===== src/rtl/axisv_pkg.sv =====
// Shared types and constants for the AXIS video frame controller.
package axisv_pkg;

  typedef enum logic [1:0] {
    IDLE,
    TRIG,
    ACTIVE,
    WAIT
  } frame_state_e;

  // tuser bit carrying the end-of-frame marker.
  localparam int unsigned TUSER_EOF_BIT = 0;

endpackage


===== src/rtl/axisv_beat_checker.sv =====
// Position tracker and framing checker for the monitored AXIS stream.
// Counts beats into col/row while the frame is active and compares the
// generator's tlast / tuser EOF markers against the expected position.
//
// Ports:
//   clk, rst   - clock, synchronous active-high reset
//   clear      - zero col/row (asserted while the trigger is issued)
//   active     - a frame is being collected
//   beat       - tvalid & tready of the monitored stream
//   tlast      - monitored tlast (end of line)
//   tuser      - monitored tuser (EOF at TUSER_EOF_BIT)
//   last_beat  - current position is the final beat of the frame
//   line_err   - strobe: tlast disagrees with the column position
//   frame_err  - strobe: EOF disagrees with position, or beat outside a frame
module axisv_beat_checker
  import axisv_pkg::*;
#(
  parameter int unsigned H_PIXEL_COUNT = 8,
  parameter int unsigned V_PIXEL_COUNT = 4
) (
  input  logic       clk,
  input  logic       rst,
  input  logic       clear,
  input  logic       active,
  input  logic       beat,
  input  logic       tlast,
  input  logic [1:0] tuser,
  output logic       last_beat,
  output logic       line_err,
  output logic       frame_err
);

  localparam int unsigned CW = $clog2(H_PIXEL_COUNT) + 1;
  localparam int unsigned RW = $clog2(V_PIXEL_COUNT) + 1;
  localparam logic [CW-1:0] COL_LAST = CW'(H_PIXEL_COUNT - 1);
  localparam logic [RW-1:0] ROW_LAST = RW'(V_PIXEL_COUNT - 1);

  logic [CW-1:0] col_q;
  logic [RW-1:0] row_q;
  logic          col_end;
  logic          eof;
  logic          unused_tuser;

  assign eof          = tuser[TUSER_EOF_BIT];
  assign unused_tuser = ^tuser;
  assign col_end      = (col_q == COL_LAST);
  assign last_beat    = col_end & (row_q == ROW_LAST);

  always_comb begin
    line_err  = 1'b0;
    frame_err = 1'b0;
    if (beat) begin
      if (active) begin
        line_err  = (tlast != col_end);
        frame_err = (eof != last_beat);
      end else begin
        // Any handshake outside a frame is stray data.
        frame_err = 1'b1;
      end
    end
  end

  always_ff @(posedge clk) begin
    if (rst || clear) begin
      col_q <= '0;
      row_q <= '0;
    end else if (active && beat) begin
      if (col_end) begin
        col_q <= '0;
        row_q <= (row_q == ROW_LAST) ? '0 : row_q + RW'(1);
      end else begin
        col_q <= col_q + CW'(1);
      end
    end
  end

endmodule


===== src/rtl/axisv_frame_ctrl.sv =====
// Frame scheduler and passive stream monitor for the AXIS test-pattern
// generator. Issues one-cycle triggers (one-shot or periodic), counts
// completed frames and raises sticky framing / stall / overrun flags.
//
// Ports:
//   aclk_i, rst_i        - clock, synchronous active-high reset
//   enable_i             - continuous mode enable (level)
//   single_i             - one-shot request, honoured in IDLE
//   period_i             - trigger-to-trigger period in cycles (0 acts as 1)
//   clear_i              - clear sticky flags (new errors win)
//   trigger_o            - one-cycle start pulse to the generator
//   mon_t*_i             - monitored AXIS handshake and markers
//   busy_o               - frame in progress (TRIG/ACTIVE)
//   frame_done_o         - pulse on the final beat of a frame
//   frame_cnt_o          - completed frame count, wraps
//   err_line_o           - sticky tlast mismatch
//   err_frame_o          - sticky EOF mismatch or stray beat
//   err_timeout_o        - sticky frame stall
//   overrun_o            - sticky period elapsed before frame done
module axisv_frame_ctrl
  import axisv_pkg::*;
#(
  parameter int unsigned H_PIXEL_COUNT   = 8,
  parameter int unsigned V_PIXEL_COUNT   = 4,
  parameter int unsigned PERIOD_WIDTH    = 24,
  parameter int unsigned TIMEOUT_CYCLES  = 1024,
  parameter int unsigned FRAME_CNT_WIDTH = 16
) (
  input  logic                       aclk_i,
  input  logic                       rst_i,
  input  logic                       enable_i,
  input  logic                       single_i,
  input  logic [PERIOD_WIDTH-1:0]    period_i,
  input  logic                       clear_i,
  output logic                       trigger_o,
  input  logic                       mon_tvalid_i,
  input  logic                       mon_tready_i,
  input  logic                       mon_tlast_i,
  input  logic [1:0]                 mon_tuser_i,
  output logic                       busy_o,
  output logic                       frame_done_o,
  output logic [FRAME_CNT_WIDTH-1:0] frame_cnt_o,
  output logic                       err_line_o,
  output logic                       err_frame_o,
  output logic                       err_timeout_o,
  output logic                       overrun_o
);

  localparam int unsigned TW = $clog2(TIMEOUT_CYCLES) + 1;
  localparam logic [TW-1:0] TO_LAST = TW'(TIMEOUT_CYCLES - 1);

  frame_state_e            state_q;
  frame_state_e            state_d;
  logic                    beat;
  logic                    in_frame;
  logic                    last_beat;
  logic                    line_err;
  logic                    frame_err;
  logic                    frame_end;
  logic                    to_hit;
  logic                    ovr_hit;
  logic [PERIOD_WIDTH-1:0] period_max;
  logic [PERIOD_WIDTH-1:0] timer_q;
  logic                    period_end;
  logic [TW-1:0]           to_q;

  assign beat       = mon_tvalid_i & mon_tready_i;
  assign in_frame   = (state_q == ACTIVE);
  assign frame_end  = in_frame & beat & last_beat;
  // Fires on the TIMEOUT_CYCLES-th consecutive cycle without a beat.
  assign to_hit     = in_frame & ~beat & (to_q == TO_LAST);
  assign period_max = (period_i == '0) ? '0 : period_i - PERIOD_WIDTH'(1);
  // >= keeps a live shrink of period_i from stranding the timer above the end.
  assign period_end = (timer_q >= period_max);
  assign ovr_hit    = ((state_q == TRIG) || in_frame) && period_end;

  axisv_beat_checker #(
    .H_PIXEL_COUNT(H_PIXEL_COUNT),
    .V_PIXEL_COUNT(V_PIXEL_COUNT)
  ) u_beat_checker (
    .clk      (aclk_i),
    .rst      (rst_i),
    .clear    (state_q == TRIG),
    .active   (in_frame),
    .beat     (beat),
    .tlast    (mon_tlast_i),
    .tuser    (mon_tuser_i),
    .last_beat(last_beat),
    .line_err (line_err),
    .frame_err(frame_err)
  );

  always_comb begin
    state_d      = state_q;
    trigger_o    = 1'b0;
    busy_o       = 1'b0;
    frame_done_o = 1'b0;
    case (state_q)
      IDLE: begin
        if (enable_i || single_i) state_d = TRIG;
      end
      TRIG: begin
        trigger_o = 1'b1;
        busy_o    = 1'b1;
        state_d   = ACTIVE;
      end
      ACTIVE: begin
        busy_o = 1'b1;
        if (frame_end) begin
          frame_done_o = 1'b1;
          state_d      = enable_i ? WAIT : IDLE;
        end else if (to_hit) begin
          state_d = IDLE;
        end
      end
      WAIT: begin
        if (!enable_i)       state_d = IDLE;
        else if (period_end) state_d = TRIG;
      end
      default: state_d = IDLE;
    endcase
  end

  always_ff @(posedge aclk_i) begin
    if (rst_i) begin
      state_q       <= IDLE;
      timer_q       <= '0;
      to_q          <= '0;
      frame_cnt_o   <= '0;
      err_line_o    <= 1'b0;
      err_frame_o   <= 1'b0;
      err_timeout_o <= 1'b0;
      overrun_o     <= 1'b0;
    end else begin
      state_q <= state_d;

      // Cleared on entry so the timer reads 0 during TRIG and k k cycles later.
      if (state_d == TRIG)  timer_q <= '0;
      else if (!period_end) timer_q <= timer_q + PERIOD_WIDTH'(1);

      if (state_q == TRIG) to_q <= '0;
      else if (in_frame)   to_q <= beat ? '0 : to_q + TW'(1);

      if (frame_end) frame_cnt_o <= frame_cnt_o + FRAME_CNT_WIDTH'(1);

      err_line_o    <= line_err  | (err_line_o    & ~clear_i);
      err_frame_o   <= frame_err | (err_frame_o   & ~clear_i);
      err_timeout_o <= to_hit    | (err_timeout_o & ~clear_i);
      overrun_o     <= ovr_hit   | (overrun_o     & ~clear_i);
    end
  end

endmodule


===== config.mk =====
export PLATFORM = sky130hd
export DESIGN_NAME = axisv_frame_ctrl
export DESIGN_NICKNAME = d
export VERILOG_FILES = /design/src/rtl/axisv_pkg.sv /design/src/rtl/axisv_beat_checker.sv /design/src/rtl/axisv_frame_ctrl.sv
export SDC_FILE = /design/constraint.sdc
export NUM_CORES = 1
export LEC_CHECK = 0
export CAP_MARGIN = 10
export CORE_UTILIZATION = 55
export CTS_CLUSTER_SIZE = 40
export DETAILED_ROUTE_END_ITERATION = 12
export PLACE_DENSITY = 0.8
export SLEW_MARGIN = 20
export SYNTH_ARGS = -nofsm -noshare
export SYNTH_HDL_FRONTEND = slang
export SYNTH_SLANG_ARGS = --single-unit

===== constraint.sdc =====
create_clock -name aclk_i -period 4.84 [get_ports aclk_i]
set_input_delay 0.484 -clock aclk_i [delete_from_list [all_inputs] [get_ports aclk_i]]
set_output_delay 0.484 -clock aclk_i [all_outputs]
set_load 0.05 [all_outputs]

== Yosys cells after proc, flatten, opt, wreduce, memory -nomap -nowiden ==
Index checks and enable logic that the tools add are counted.
Storage, ports and cells
  register bits: 64
  output and inout port bits: 23
Cells by class
  add/sub/neg operators: 6
  $lt $le $gt $ge: 1
  equal/unequal tests: 9
  mux-type cells: 19
  bitwise logic cells: 16
  reductions and logical operators: 11
Operator list (number)
  $add 24x1->24 const B: 1
  $ge 24x24->1: 1
  $logic_not 24->1: 1
  $mux 24: 1
  $sub 24x1->24 const B: 1
  $add 16x1->16 const B: 1
  $mux 2: 6
  $add 11x1->11 const B: 1
  $eq 11x10->1 const B: 1
  $mux 11: 1
  $and 1x1->1: 10
  $mux 1: 8
  $pmux 2 s4: 1
  $reduce_or 2->1: 3
  $add 4x1->4 const B: 1
  $eq 2x1->1 const B: 2
  $eq 2x2->1 const B: 2
  $eq 4x3->1 const B: 1
  $mux 4: 1
  $or 1x1->1: 4
  $add 3x1->3 const B: 1
  $eq 3x2->1 const B: 1
  $logic_or 1x1->1: 3
  $mux 3: 1
  other kinds (5): 8

== Depth between registers and ports, before layout ==
Gate-level depths: netlist of the first run.
  depth after elaboration: 9
  mapped depth: 16
  mapped depth without buffers: 15

== Hierarchy ==
Synthesis of the first run repeated with hierarchy kept, for this count alone.
Second synthesis, totals
  cells, all modules: 508
  area total of the unflattened synthesis: 4216.5 sq um
Modules (own cells, without submodules)
  axisv_frame_ctrl: times used 1, cells an instance 467, area each 3852.4 sq um, sequential area each 1141.1 sq um
  axisv_beat_checker: times used 1, cells an instance 41, area each 364.1 sq um, sequential area each 140.1 sq um

== Least setup slack after synthesis of the first run ==
No wires, ideal clock.
  path kind: input -> register
  start: input port period_i[4]
  end: register timer_q[10]
  library setup time: 0.124 ns
  data arrival time: 3.680 ns
  data required time: 4.716 ns
  slack: 1.037 ns
  stages: 15
  buffers on the path: 1
  path through: or3_1 or2_1 nor4_4 nand4_1 nor3_1 xor2_1 nand2_1 ha_1 and4_1 a21oi_1 o21ai_1 nor3_1 o21ai_1 buf_2 a21oi_1
Between the ends
  word-level cells in the longest chain between the ends: 8
  elaborated cells between the ends (all ways): 9
Ends and longest elaborated chain
  start, declared: RTL line axisv_frame_ctrl.sv:33  | input logic [PERIOD_WIDTH-1:0] period_i,
  $sub 24x1->24 / $logic_not 24->1 (equally long branches): RTL line axisv_frame_ctrl.sv:72  | assign period_max = (period_i == '0) ? '0 : period_i - PERIOD_WIDTH'(1);
  $mux 24 *: RTL line axisv_frame_ctrl.sv:72
  $ge 24x24->1 *: RTL line axisv_frame_ctrl.sv:74  | assign period_end = (timer_q >= period_max);
  $mux 2: RTL line axisv_frame_ctrl.sv:118  | else if (period_end) state_d = TRIG;
  $mux 2: RTL line axisv_frame_ctrl.sv:117  | if (!enable_i) state_d = IDLE;
  $pmux 2 s4: RTL line axisv_frame_ctrl.sv:98  | case (state_q)
  $eq 2x1->1: RTL line axisv_frame_ctrl.sv:138  | if (state_d == TRIG) timer_q <= '0;
  $reduce_or 2->1 (no source line)
  end signal, assigned: RTL line axisv_frame_ctrl.sv:139  | else if (!period_end) timer_q <= timer_q + PERIOD_WIDTH'(1);
  end, declared: RTL line axisv_frame_ctrl.sv:63  | logic [PERIOD_WIDTH-1:0] timer_q;
Every way passes the cells marked *; elsewhere a longest branch is shown, timed or not.
A chain may end at the register's enable or synchronous reset.

== Worst setup path in the final report of the first run ==
  start: input port period_i[4]
  end: register timer_q[12]
The elaborated chain is that of the path after synthesis.

==> results of run 1 <==
==> kinds of logic after synthesis <==
group           share of synthesized area, %
xor+xnor                                14.1
simple gates                            28.8
flops                                   31.2
buf+inv                                 3.39
fa+ha+maj                               10.7
compound gates                          11.3
mux                                    0.488
==> power groups by stage <==
stage / sequential [mW] / clock, mW / combinational [mW]
floorplan: 0.580 / 0 / 0.308
global placement: 0.582 / 0 / 0.398
detailed placement: 0.584 / 0 / 0.412
CTS: 0.573 / 0.501 / 0.414
global route: 0.575 / 0.524 / 0.451
finish: 0.573 / 0.494 / 0.414
==> through the flow <==
| stage | hold WS, ns | utilization, % | power, mW |
|---|---|---|---|
| detailed placement | 0.418 | 65.8 | 0.996 |
| floorplan | 0.407 | - | 0.888 |
| CTS | 0.429 | 68.8 | 1.49 |
| global route | 0.449 | 68.8 | 1.55 |
| global placement | 0.413 | 65.8 | 0.980 |
| finish | 0.429 | 68.8 | 1.48 |
==> cell usage in the layout (no fill, tap or decap), types with 3 or more instances in the layout <==
master	n
or2_2	4
nor4_1	20
nand3_1	18
and3_1	8
clkdlybuf4s50_1	55
nand2_1	61
or3_1	7
a21oi_2	5
nor3_1	14
clkbuf_1	3
xor2_1	33
nand2b_1	4
xnor2_1	33
nand4_1	17
clkbuf_8	10
o21ai_0	12
inv_1	12
a21oi_1	48
buf_4	9
ha_1	35
nor2_1	41
dfxtp_1	64
==> worst max-delay path, stage by stage <==
cell	delay, ns
clkdlybuf4s50_1	0.43
or3_1	0.39
or2_1	0.28
nor4_4	0.31
nand4_1	0.27
nor4_2	0.25
xor2_1	0.19
nand2_1	0.09
ha_1	0.31
and4_1	0.21
nand2_1	0.05
nor2_1	0.12
o31a_1	0.31
nor3_2	0.08
a221oi_2	0.25
buf_4	0.33
a21oi_1	0.12
==> area by class of cell <==
| type | count | area [µm²] |
|---|---|---|
| Tap cell | 99 | 124 |
| Fill cell | 602 | 2250 |
| Multi-Input combinational cell | 405 | 2680 |
| Timing Repair Buffer | 64 | 618 |
| Clock buffer | 13 | 149 |
| Inverter | 12 | 45.0 |
| Sequential cell | 64 | 1280 |
| Clock inverter | 3 | 65.1 |
==> sequential cells by signal, summed over array words and instances (netlist names) <==
register              count
u_beat_checker.row_q      3
err_line_o                1
to_q                     11
timer_q                  24
state_q                   2
u_beat_checker.col_q      4
frame_cnt_o              16
err_frame_o               1
err_timeout_o             1
overrun_o                 1
==> routing by layer <==
| layer | routed length (µm) | vias up |
|---|---|---|
| met3 | 345 | 7 |
| met5 | 0 | - |
| met4 | 109 | 0 |
| li1 | - | 1883 |
| met2 | 4400 | 90 |
| met1 | 3890 | 1698 |
==> final timing paths <==
check | from | end | slack, ns
min reg2reg | u_beat_checker.row_q[2]$_SDFFE_PP0P_ | u_beat_checker.row_q[2]$_SDFFE_PP0P_ | 0.43
max reg2reg | state_q[0]$_SDFF_PP0_ | timer_q[12]$_SDFFE_PP0N_ | 1.95
min | u_beat_checker.row_q[2]$_SDFFE_PP0P_ | u_beat_checker.row_q[2]$_SDFFE_PP0P_ | 0.43
max | period_i[4] | timer_q[12]$_SDFFE_PP0N_ | 0.56
==> summary.md, run 1 <==
| Metric | Value |
|---|---|
| Share of layout cells above drive strength 1 | `7.31%` |
| GR Layer Usage met3 | `between 4 and 5%` |
| Startpoint types | `input port` |
| TritonCTS clock tree | `done` |
| Placed Cells | `644` |
| VDD IR max | `around 0.00016 V` |
| Layout Cells excl Fill | `660` |
| Final GP Congestion | `about 0.85` |
| Setup crit end kind | `register` |
| Vias post-DR | `3,678` |
| Placed cell area | `between 4000 and 5000 µm²` |
| Synth top area share | `31.2%` |
| Met1 GRT Util | `27.1%` |
| Worst skew pair latency | `0.33 ns` |
| RSZ-0062 raised after global routing | `false` |
| DP Wirelength | `6670 µm` |
| Fin crit period | `~4.3 ns` |
| Iteration-0 DRC Markers | `109` |
| Wire per inst | `13.2 µm` |
| Drt pass-1 iters | `5` |
| Area grow syn2layout | `21.0%` |
| Die area | `7810 µm²` |
| Area leader, netlist | `dfxtp_1` |
| First-pass GRT wire length | `14,500 µm` |
| # Post-CTS Setup Buffers | `0` |
| Register area share after synthesis | `31.2%` |
| Hold Vio Cnt, Final | `0` |
| All-Layer GR Usage | `23.4%` |
| Die height | `88.4 µm` |
| Mean Syn Cell Area | `roughly 8 µm²` |
| Slew Limit Fails | `0` |
| Slew HR | `38.2%` |
| Top post-synthesis cells by count | `dfxtp_1 (64), nand2_1 (61), a21oi_1 (48)` |
| Fmax | `234 MHz` |
| Avg Vias per Cell | `around 5.6` |
| Grt peak-use layer | `met2` |
| Largest net degree at the start of global routing | `28` |
| DRC errors left | `0` |
| Count leader, synth | `dfxtp_1` |
| TritonCTS buffer count | `9` |
| Core area | `~7000 µm²` |
| Yosys warns | `0` |
| Post-cts resize count | `0` |
| Hold Crit Class | `register to register` |
| Switch Pwr | `481 µW` |
| Post-synth EDFFs | `0` |
| Sw Share | `approximately a third` |
| Antenna Cells | `0` |
| Cts hold-fix bufs | `0` |
| Netlist cell types | `54` |
| Reg power frac | `38.7%` |
| Syn Nets | `between 500 and 600` |
| Mapped Area | `4100 µm²` |
| Dpl ws | `approximately 0.21 ns` |
| Final instance area | `4960 µm²` |
| Top_reg_cell synth | `dfxtp_1` |
| Overflow left after global routing | `0` |
| Root Driver | `clkbuf_8` |
| Clock Skew | `between 0.007 and 0.008 ns` |
| Initial antenna violation count | `0` |
| Clock transition at path regs | `0.06 ns` |
| Power per cell area | `between 200 and 300 nW/µm²` |
| FF+latch count, synth | `64` |
| Final period util | `88.4%` |
| Hold depth | `2` |
| Setup Crit Path Kind | `input port to register` |
| Die W | `88.4 µm` |
| # setup viols final | `0` |
| WP data required | `around 5.1 ns` |
| Arr. time, crit path | `roughly 4.5 ns` |
| Num rows | `31` |
| Worst setup margin | `0.560 ns` |
| Leak Pwr | `1.86 nW` |
| Maximum clock path buffer count | `2` |
| Max_cap viols | `0` |
| R2r worst-path depth | `11` |
| Vias in the first global route | `3,416` |
| Total length of routed wires | `about 8700 µm` |
| Layout Nets | `roughly 630` |
| Status | `completed` |
| Slew at the pin closest to its max-slew limit | `~0.9 ns` |
| Initial Util | `between 50% and 60%` |
| Clk network pwr share | `33.4%` |
| Async S/R FF share, synth | `0%` |
| Comb power frac | `27.9%` |
| Int Pwr | `999 µW` |
| Cell count after synthesis | `500` |
| GR Layer Usage met2 | `approximately 43%` |
| PortBufs | `55` |
| TNS Setup | `0 ns` |
| CTS Sinks | `64` |
| CP Max Fanout | `24` |
| Synth top area cells | `dfxtp_1 (31%), ha_1 (11%), xnor2_1 (7.0%), xor2_1 (7.0%), a21oi_1 (5.9%)` |
| I/O pins | `57` |
| Htree depth | `3` |
| Post-DRT Antenna Nets | `0` |
(Power assumes the default switching activity.)
==> run 2, diff against run 1 <==
--- a/config.mk
+++ b/config.mk
@@ -5,6 +5,7 @@
 export SDC_FILE = /design/constraint.sdc
 export NUM_CORES = 1
 export LEC_CHECK = 0
+export ABC_CLOCK_PERIOD_IN_PS = 4840
 export CAP_MARGIN = 10
 export CORE_UTILIZATION = 55
 export CTS_CLUSTER_SIZE = 40
==> results of run 2 <==
Final layout, timing and power as in run 1 (identical DEF).
